File: src/rtl/sfx_pkg.sv
// -----------------------------------------------------------------------------
// sfx_pkg
// Shared definitions for the sound-effect scheduler: scheduler states, effect
// ids, the per-effect divider and duration tables, and the duration scaling
// helper used when an effect is loaded.
// -----------------------------------------------------------------------------
package sfx_pkg;

   // Table size; the requester count of the scheduler is tied to this.
   localparam int SFX_NUM  = 4;
   localparam int SFX_ID_W = 2;

   typedef enum logic [1:0] {
      IDLE = 2'd0,
      PLAY = 2'd1,
      GAP  = 2'd2
   } sfx_state_e;

   localparam logic [1:0] SFX_EXPLODE = 2'd0;
   localparam logic [1:0] SFX_HIT     = 2'd1;
   localparam logic [1:0] SFX_BULLET  = 2'd2;
   localparam logic [1:0] SFX_PICKUP  = 2'd3;

   // Note divider per effect, indexed by effect id.
   localparam logic [31:0] SFX_DIV [SFX_NUM] = '{
      32'd90000, 32'd75000, 32'd120000, 32'd60000
   };

   // Effect length in clock cycles before scaling, indexed by effect id.
   localparam logic [31:0] SFX_DUR [SFX_NUM] = '{
      32'd10_000_000, 32'd2_500_000, 32'd5_000_000, 32'd1_250_000
   };

   // Scaled duration for an effect; never returns 0 so the play counter
   // always has at least one cycle to count down from.
   function automatic logic [31:0] sfx_dur_load(input logic [1:0] id,
                                                input int unsigned shift);
      logic [31:0] d_s;
      d_s = SFX_DUR[id] >> shift;
      if (d_s == 32'd0) begin
         d_s = 32'd1;
      end else begin
         d_s = d_s;
      end
      return d_s;
   endfunction

endpackage

File: src/rtl/sfx_prio_enc.sv
// -----------------------------------------------------------------------------
// sfx_prio_enc
// Combinational lowest-index priority encoder.
// Ports:
//   req_vec : candidate vector, bit 0 has the highest priority
//   valid   : at least one candidate bit is set
//   idx     : index of the lowest set bit (0 when valid is low)
// -----------------------------------------------------------------------------
module sfx_prio_enc #(
   parameter int N     = 4,
   parameter int IDX_W = 2
) (
   input  logic [N-1:0]     req_vec,
   output logic             valid,
   output logic [IDX_W-1:0] idx
);

   assign valid = |req_vec;

   // Scan from the top down so the lowest set index is the last one written.
   always_comb begin
      idx = {IDX_W{1'b0}};
      for (int i = N - 1; i >= 0; i--) begin
         idx = req_vec[i] ? IDX_W'(i) : idx;
      end
   end

endmodule

File: src/rtl/sfx_arbiter.sv
// -----------------------------------------------------------------------------
// sfx_arbiter
// Shares the single square-wave tone generator between background music and
// four sound-effect requesters. Trigger pulses are latched into a pending set,
// the lowest-index candidate is granted, its divider is held for its scaled
// duration, then a silent gap is inserted before music returns.
//
// Optional feature macro: SFX_PREEMPT_EN
//   defined   : a higher-priority candidate replaces a playing effect at once
//               (no gap, the replaced effect is dropped)
//   undefined : effects always run to completion
//
// Ports:
//   clk        : system clock, rising edge
//   rst        : synchronous active-high reset
//   req        : per-requester trigger pulses, bit 0 highest priority
//   bgm_div    : background-music divider
//   note_div   : registered divider to the tone generator, 0 = silence
//   sfx_active : high while an effect is playing
//   sfx_id     : playing or last-granted effect id
//   grant      : one-hot pulse on the cycle an effect starts
//   pending    : latched requests not yet served
// -----------------------------------------------------------------------------
module sfx_arbiter
   import sfx_pkg::*;
#(
   parameter int          NUM_REQ    = SFX_NUM,
   parameter int          DIV_W      = 22,
   parameter int          DUR_W      = 24,
   parameter int          GAP_CYCLES = 1000,
   parameter int unsigned DUR_SHIFT  = 0
) (
   input  logic               clk,
   input  logic               rst,
   input  logic [NUM_REQ-1:0] req,
   input  logic [DIV_W-1:0]   bgm_div,
   output logic [DIV_W-1:0]   note_div,
   output logic               sfx_active,
   output logic [1:0]         sfx_id,
   output logic [NUM_REQ-1:0] grant,
   output logic [NUM_REQ-1:0] pending
);

   localparam logic [1:0] ST_IDLE = IDLE;
   localparam logic [1:0] ST_PLAY = PLAY;
   localparam logic [1:0] ST_GAP  = GAP;

   localparam int         GAP_W    = (GAP_CYCLES > 1) ? $clog2(GAP_CYCLES + 1) : 1;
   localparam logic [GAP_W-1:0] GAP_LOAD = GAP_W'(GAP_CYCLES);
   localparam bit         GAP_EN   = (GAP_CYCLES != 0);

   logic [1:0]         state_r;
   logic [DUR_W-1:0]   cnt_r;
   logic [GAP_W-1:0]   gap_r;

   logic [NUM_REQ-1:0] cand_s;
   logic               enc_valid_s;
   logic [1:0]         enc_idx_s;
   logic [NUM_REQ-1:0] onehot_s;
   logic [DIV_W-1:0]   load_div_s;
   logic [DUR_W-1:0]   load_dur_s;
   logic               preempt_s;

   // A pulse arriving this cycle is already a candidate on this edge.
   assign cand_s = pending | req;

   sfx_prio_enc #(
      .N     (NUM_REQ),
      .IDX_W (2)
   ) u_prio_enc (
      .req_vec (cand_s),
      .valid   (enc_valid_s),
      .idx     (enc_idx_s)
   );

   assign onehot_s   = {{(NUM_REQ - 1){1'b0}}, 1'b1} << enc_idx_s;
   assign load_div_s = DIV_W'(SFX_DIV[enc_idx_s]);
   assign load_dur_s = DUR_W'(sfx_dur_load(enc_idx_s, DUR_SHIFT));

`ifdef SFX_PREEMPT_EN
   assign preempt_s = enc_valid_s && (enc_idx_s < sfx_id);
`else
   assign preempt_s = 1'b0;
`endif

   // Scheduler state machine; every output is registered here.
   always_ff @(posedge clk) begin
      if (rst) begin
         state_r    <= ST_IDLE;
         cnt_r      <= {DUR_W{1'b0}};
         gap_r      <= {GAP_W{1'b0}};
         note_div   <= {DIV_W{1'b0}};
         sfx_active <= 1'b0;
         sfx_id     <= 2'd0;
         grant      <= {NUM_REQ{1'b0}};
         pending    <= {NUM_REQ{1'b0}};
      end else begin
         grant   <= {NUM_REQ{1'b0}};
         pending <= cand_s;
         case (state_r)
            ST_IDLE: begin
               if (enc_valid_s) begin
                  state_r    <= ST_PLAY;
                  cnt_r      <= load_dur_s;
                  note_div   <= load_div_s;
                  sfx_active <= 1'b1;
                  sfx_id     <= enc_idx_s;
                  grant      <= onehot_s;
                  pending    <= cand_s & ~onehot_s;
               end else begin
                  note_div   <= bgm_div;
                  sfx_active <= 1'b0;
               end
            end
            ST_PLAY: begin
               if (preempt_s) begin
                  cnt_r      <= load_dur_s;
                  note_div   <= load_div_s;
                  sfx_id     <= enc_idx_s;
                  grant      <= onehot_s;
                  pending    <= cand_s & ~onehot_s;
               end else if (cnt_r <= DUR_W'(1)) begin
                  // Last play cycle: count parks at 0 instead of wrapping.
                  cnt_r      <= {DUR_W{1'b0}};
                  sfx_active <= 1'b0;
                  if (GAP_EN) begin
                     state_r  <= ST_GAP;
                     gap_r    <= GAP_LOAD;
                     note_div <= {DIV_W{1'b0}};
                  end else begin
                     state_r  <= ST_IDLE;
                     note_div <= bgm_div;
                  end
               end else begin
                  cnt_r <= cnt_r - DUR_W'(1);
               end
            end
            ST_GAP: begin
               if (gap_r <= GAP_W'(1)) begin
                  state_r  <= ST_IDLE;
                  gap_r    <= {GAP_W{1'b0}};
                  note_div <= bgm_div;
               end else begin
                  gap_r    <= gap_r - GAP_W'(1);
                  note_div <= {DIV_W{1'b0}};
               end
            end
            default: begin
               state_r    <= ST_IDLE;
               note_div   <= {DIV_W{1'b0}};
               sfx_active <= 1'b0;
            end
         endcase
      end
   end

endmodule

File: config.mk
export PLATFORM = sky130hd
export DESIGN_NAME = sfx_arbiter
export DESIGN_NICKNAME = d
export VERILOG_FILES = /design/src/rtl/sfx_pkg.sv /design/src/rtl/sfx_prio_enc.sv /design/src/rtl/sfx_arbiter.sv
export SDC_FILE = /design/constraint.sdc
export NUM_CORES = 1
export LEC_CHECK = 0
export ABC_AREA = 1
export CAP_MARGIN = 20
export CORE_AREA = 2 2 107 109
export CTS_CLUSTER_SIZE = 24
export DETAILED_ROUTE_END_ITERATION = 16
export DIE_AREA = 0 0 109 111
export PLACE_DENSITY = 0.58
export SYNTH_ARGS = -nofsm -noshare
export SYNTH_HDL_FRONTEND = slang
export SYNTH_SLANG_ARGS = --single-unit
File: constraint.sdc
create_clock -name clk -period 1.7 [get_ports clk]
set_input_delay 0.34 -clock clk [delete_from_list [all_inputs] [get_ports clk]]
set_output_delay 0.34 -clock clk [all_outputs]
set_load 0.1 [all_outputs]
* After elaboration in Yosys (flattened, before gate mapping) *
Cells that the tools add are included.

cells by class
  add/sub/neg operators = 2
  $mul = 0
  divide/modulo/power cells = 0
  $lt $le $gt $ge = 3
  equal/unequal tests = 5
  shift-type cells = 1
  mux-type cells = 30
  bitwise operators = 7
  reduce and logical (&&, ||, !) cells = 11

operator list
  cell                                                   number
  binary-select mux 32 bit (select 2 bit)                2
  2-to-1 mux 22 bit                                      5
  2-to-1 mux 24 bit                                      3
  case mux 22 bit (3 select lines)                       1
  2-to-1 mux 32 bit                                      2
  case mux 24 bit (2 select lines)                       1
  logical NOT 32 bit                                     1
  <= comparator 24 x 1 -> 1 bit (second input constant)  1
  subtractor 24 x 1 -> 24 bit (second input constant)    1
  2-to-1 mux 10 bit                                      2
  case mux 10 bit (2 select lines)                       1
  2-to-1 mux 2 bit                                       7
  <= comparator 10 x 1 -> 1 bit (second input constant)  1
  subtractor 10 x 1 -> 10 bit (second input constant)    1
  2-to-1 mux 4 bit                                       2
  AND reduction 2 bit                                    4
  != test 2 bit (second input constant)                  3
  case mux 2 bit (3 select lines)                        1
  AND 4 bit                                              1
  NOT 4 bit                                              1
  OR 4 bit                                               1
  nonzero test 2 bit                                     2
  OR reduction 4 bit                                     1
  << shifter 1 x 2 -> 4 bit (first input constant)       1
  10 further kinds                                       13

storage, ports and cells
  bits in registers = 69
  latch bits = 0
  RAM bits = 0
  memory bits (read-only) = 0
  input port bits = 28
  output and inout bits = 33
  memories kept = 0

* Longest topological paths before layout *
  depth after elaboration = 13
  gate-level depth with buffers = 12
  gate-level depth less buffers = 12

* Cells and area by module *
From an unflattened synthesis, not the netlist that was laid out.

unflattened totals
  cell total of the unflattened synthesis = 577
  area, all modules = 3,900.0 µm²

by module, submodules not included
  module        times used  cells each  area an instance (µm²)  seq. area each (µm²)
  sfx_arbiter   1           569         3,863.7                 1,381.3
  sfx_prio_enc  1           8           36.3                    0.0

* Least setup slack after synthesis *
No wires, ideal clock.

  path kind = flip-flop to flip-flop
  start = reg pending[1]
  end = reg note_div[11]
  library setup time = 0.070 ns
  data arrival time = 2.256 ns
  slack = -0.627 ns
  stages on the path, launching flop included = 10
  path through = dfxtp_1 nor2_1 nor2_1 inv_1 nand2_1 inv_1 ha_1 nor3_1 o21ai_0 a21oi_1

between the ends
  cells in the longest elaborated chain, start to end = 9
  elaborated cells between the ends (all ways) = 10

RTL lines
  element                                               RTL line            text
  start: declaration                                    sfx_arbiter.sv:41   output logic [NUM_REQ-1:0] pending
  start signal: assignment                              sfx_arbiter.sv:96   pending <= {NUM_REQ{1'b0}};
  start signal: assignment                              sfx_arbiter.sv:99   pending <= cand_s;
  start signal: assignment                              sfx_arbiter.sv:109  pending <= cand_s & ~onehot_s;
  OR 4 bit                                              sfx_arbiter.sv:65   assign cand_s = pending | req;
  2-to-1 mux 2 bit (2 in a row)                         sfx_prio_enc.sv:24  idx = req_vec[i] ? IDX_W'(i) : idx;
  via enc_idx_s[0]                                      sfx_arbiter.sv:58   logic [1:0] enc_idx_s;
  NOT 2 -> 3 bit (not written as such)                  sfx_arbiter.sv:77   assign load_div_s = DIV_W'(SFX_DIV[enc_idx_s]);
  binary-select mux 32 bit (select 2 bit)               sfx_arbiter.sv:77
  2-to-1 mux 22 bit (not written as such) (2 in a row)  sfx_arbiter.sv:77
  2-to-1 mux 22 bit                                     sfx_arbiter.sv:102  if (enc_valid_s) begin
  case mux 22 bit (3 select lines)                      sfx_arbiter.sv:100  case (state_r)
  end signal: assignment                                sfx_arbiter.sv:92   note_div <= {DIV_W{1'b0}};
  end signal: assignment                                sfx_arbiter.sv:105  note_div <= load_div_s;
  end signal: assignment                                sfx_arbiter.sv:111  note_div <= bgm_div;
  end: declaration                                      sfx_arbiter.sv:37   output logic [DIV_W-1:0] note_div,

The timed path passes the listed nets, and every way through them passes these cells. The select of a mux whose other input is x is not followed.
A chain may end at the register's enable or synchronous reset.

* Worst setup path after layout *
  start = reg cnt_r[0]
  end = reg cnt_r[4]

between the ends
  cells in the longest elaborated chain, start to end = 3
  elaborated cells between the ends (all ways) = 4

RTL lines
  element                                                                              RTL line                                text
  start: declaration                                                                   sfx_arbiter.sv:53                       logic [DUR_W-1:0] cnt_r;
  start signal: assignment                                                             sfx_arbiter.sv:90                       cnt_r <= {DUR_W{1'b0}};
  start signal: assignment                                                             sfx_arbiter.sv:104                      cnt_r <= load_dur_s;
  start signal: assignment                                                             sfx_arbiter.sv:117                      cnt_r <= load_dur_s;
  subtractor 24 x 1 -> 24 bit / <= comparator 24 x 1 -> 1 bit (equally long branches)  sfx_arbiter.sv:135, sfx_arbiter.sv:122
  2-to-1 mux 24 bit *                                                                  sfx_arbiter.sv:122                      end else if (cnt_r <= DUR_W'(1)) begin
  case mux 24 bit (2 select lines) *                                                   sfx_arbiter.sv:100

Mark *: on every way between the ends. The rest lies on a longest branch, timed or not.

==> impl_metrics.tcl <==
set metrics [dict create \
    first_global_vias 3769 \
    fmax_mhz 625 \
    overflow 0 \
    timing.setup.tns_ns 0 \
    antenna_found_initial 0 \
    reg2reg_to "cnt_r[4]" \
    worstPathCellList "inv_2, ha_2, nand2_2, nor2_4, nor2_4, nor2_4, nor2_8, buf_6, nand3_1, a21oi_1" \
    cts_inserted_buffers 9 \
    crit_path_start "cnt_r[0]" \
    hp-class "input pin to flop" \
    htreeDepth 3 \
    cp_slowest_stage_delay_ns 0.34 \
    drive_above_1_share 0.255 \
    ant_nets 0 \
    finalCritPeriodShare 0.941 \
    slew_viol_final 0 \
    outcome "finished clean" \
    cp.required_ns 1.96 \
    max-cap-violations 0 \
    r2r_cells 10 \
    grtUsageTotal 0.194 \
    dp.final_hpwl_mm 8.25 \
    cellPowerDensity_mw_per_mm2 1010 \
    die_x_um 109 \
    core_mm2 0.0111 \
    synth-edff-count 0 \
    regToRegSetupSlack_ns 0.10 \
    synth_seq_area_share 0.371 \
    yosysUniqueCellTypes 32 \
    skew_ns 0.00853 \
    globalplace.congestion 0.914 \
    cp-end-kind "flop" \
    syn_avg_cell_area_um2 6.78 \
    synth_common_cells "115 x nand2_1, 69 x dfxtp_1, 67 x a21oi_1" \
    startpoint_type "flop" \
    yosys.area.top_type "dfxtp_1" \
    slew_headroom 0.767 \
    synthTopCellsByArea "dfxtp_1 37%, nand2_1 12%, a21oi_1 9.0%" \
    cts_tree "yes" \
    critPathMaxFanout 8 \
    hold_ws_ns 0.391 \
    synth_most_common_cell "nand2_1" \
    finalPower_mw 5.75 \
    worstSkewPairLatency_ns 0.34 \
    grt_max_degree 36 \
    async_flop_share 0 \
    syn_nets 585 \
    placed_cells 780 \
    drt_iter0_drc 269 \
    ctsHoldBuffers 0 \
    slowest_stage "dfxtp_2" \
    via_per_inst 4.95 \
    hold_violations 0 \
    synthesis.area_mm2 0.00372 \
    synth-main-ff-cell "dfxtp_1" \
    grt_pass1_wl_mm 18.4 \
    crit-reg2reg-launch "cnt_r[0]" \
    rows 39 \
    cts.sinks 69 \
    final_area_mm2 0.00568 \
    crit_path_end "cnt_r[4]" \
    wl_mm 11.7 \
    ys_ff_latch 69 \
    cp_common_cell "nor2_4" \
    syn_to_final_growth_pct 52.6 \
    syn_inst 549 \
    root_buffer "clkbuf_16" \
    nNetsFinal 689 \
    start_util 0.336 \
    yosys_warnings 0 \
    synth_top_area_share 0.371 \
    arrival_ns 1.86 \
    firstDrtPassIters 5 \
    placedInstanceArea_mm2 0.00513 \
    portBuffers 60 \
    ir_drop_uv 585 \
    cts_buffer_depth 2 \
    dieHeight_um 111 \
    wl_per_cell_um 14.6 \
    layout_min_cycle_time_ns 1.60 \
    leakage_nw 2.46 \
    finalNonFillerCells 801 \
    criticalPathCategory "flop to flop" \
    drcViolationCount 0 \
    num_vias 3967 \
    ioPinCount 61 \
    worst_pin_slew_ns 0.345 \
    antennaDiodeCount 0 \
    dieArea_mm2 0.0121 \
    cts.clk_slew.worst_paths_ns 0.06 \
    setup_viol 0 \
]
sequential cells by signal, summed over array words and instances, names as in the netlist:
name        cells
sfx_active      1
note_div       22
pending         4
sfx_id          2
state_r         2
gap_r          10
grant           4
cnt_r          24
timing repair:
item	CTS	global route
buffers inserted	0	3
endpoints found under the hold margin	0	0
gates cloned	0	2
gates resized for setup	8	44
endpoints found under the setup margin	15	55
pin swaps	0	15
critical path, delay by kind of cell, from the launching register on:
| kind | cells | cell delay (ns) |
|---|---|---|
| and+or+nand+nor | 6 | 0.63 |
| AOI/OAI and AO/OA | 1 | 0.16 |
| DFF | 1 | 0.34 |
| buffers and inverters | 2 | 0.22 |
| adders and majority gates | 1 | 0.19 |
cell usage in the layout (no fill, tap or decap), types with 3 or more instances in the layout:
cell type	netlist	layout
o21ai_0	47	41
dlymetal6s2s_1	0	4
clkbuf_16	0	13
nor2_4	4	10
clkdlybuf4s50_1	0	23
nand2_2	4	8
nand4_1	6	6
xnor2_1	3	3
buf_12	0	36
a21oi_2	0	3
nand3_1	45	43
buf_4	1	44
dfxtp_4	0	4
nand2_1	115	107
xor2_1	6	6
inv_2	7	10
ha_1	8	5
o21bai_1	4	4
or2_2	3	3
o21ai_1	1	6
dfxtp_1	69	59
nand2_4	0	4
inv_1	51	47
dfxtp_2	0	6
a21oi_1	67	64
nor2_1	64	60
nor2_2	11	9
where the power goes:
group | switching (mW) | internal (mW) | leakage, nW
sequential | 0.145 | 1.75 | 0.570
clock | 0.766 | 1.17 | 0.148
combinational | 1.17 | 0.748 | 1.74
total | 2.08 | 3.67 | 2.46
cells by family after synthesis:
kind of cell               after synthesis  share of synthesized area
DFF                                     69                      0.371
xor gates and xnor gates                 9                     0.0212
buffers and inverters                   76                     0.0895
AOI/OAI and AO/OA                      127                      0.180
adders and majority gates                8                     0.0269
and+or+nand+nor                        260                      0.311
routing by layer:
layer | wire length, um | GRT usage | part of all wire
met1 | 5090 | 0.243 | 0.44
met4 | 323 | 0.0786 | 0.028
met3 | 484 | 0.0335 | 0.041
met2 | 5790 | 0.325 | 0.50
met5 | 0 | 0 | 0
through the flow:
stage | setup slack, ns | utilization
floorplan | 0.00357 | -
global placement | -0.418 | 0.464
detailed placement | -0.459 | 0.464
CTS | -0.0247 | 0.493
global route | -0.0293 | 0.512
finish | 0.100 | 0.512
how the worst min path moves through the flow:
stage,startpoint,endpoint,cells past startpoint
CTS,cnt_r[1],cnt_r[1],2
finish,req[0],pending[0],3
detailed placement,cnt_r[1],cnt_r[1],2
global route,req[0],pending[0],3
global placement,cnt_r[1],cnt_r[1],2
floorplan,cnt_r[1],cnt_r[1],2
area by class of cell:
| type | instances | area, um^2 |
|---|---|---|
| clock buffer | 11 | 275 |
| timing repair buffer | 111 | 1400 |
| sequential | 69 | 1400 |
| inverter | 58 | 220 |
| tap | 143 | 179 |
| multi-input combinational | 404 | 2160 |
| fill | 1047 | 5400 |
| clock inverter | 5 | 37.5 |
Note: power is estimated with default switching activity, not from simulation.
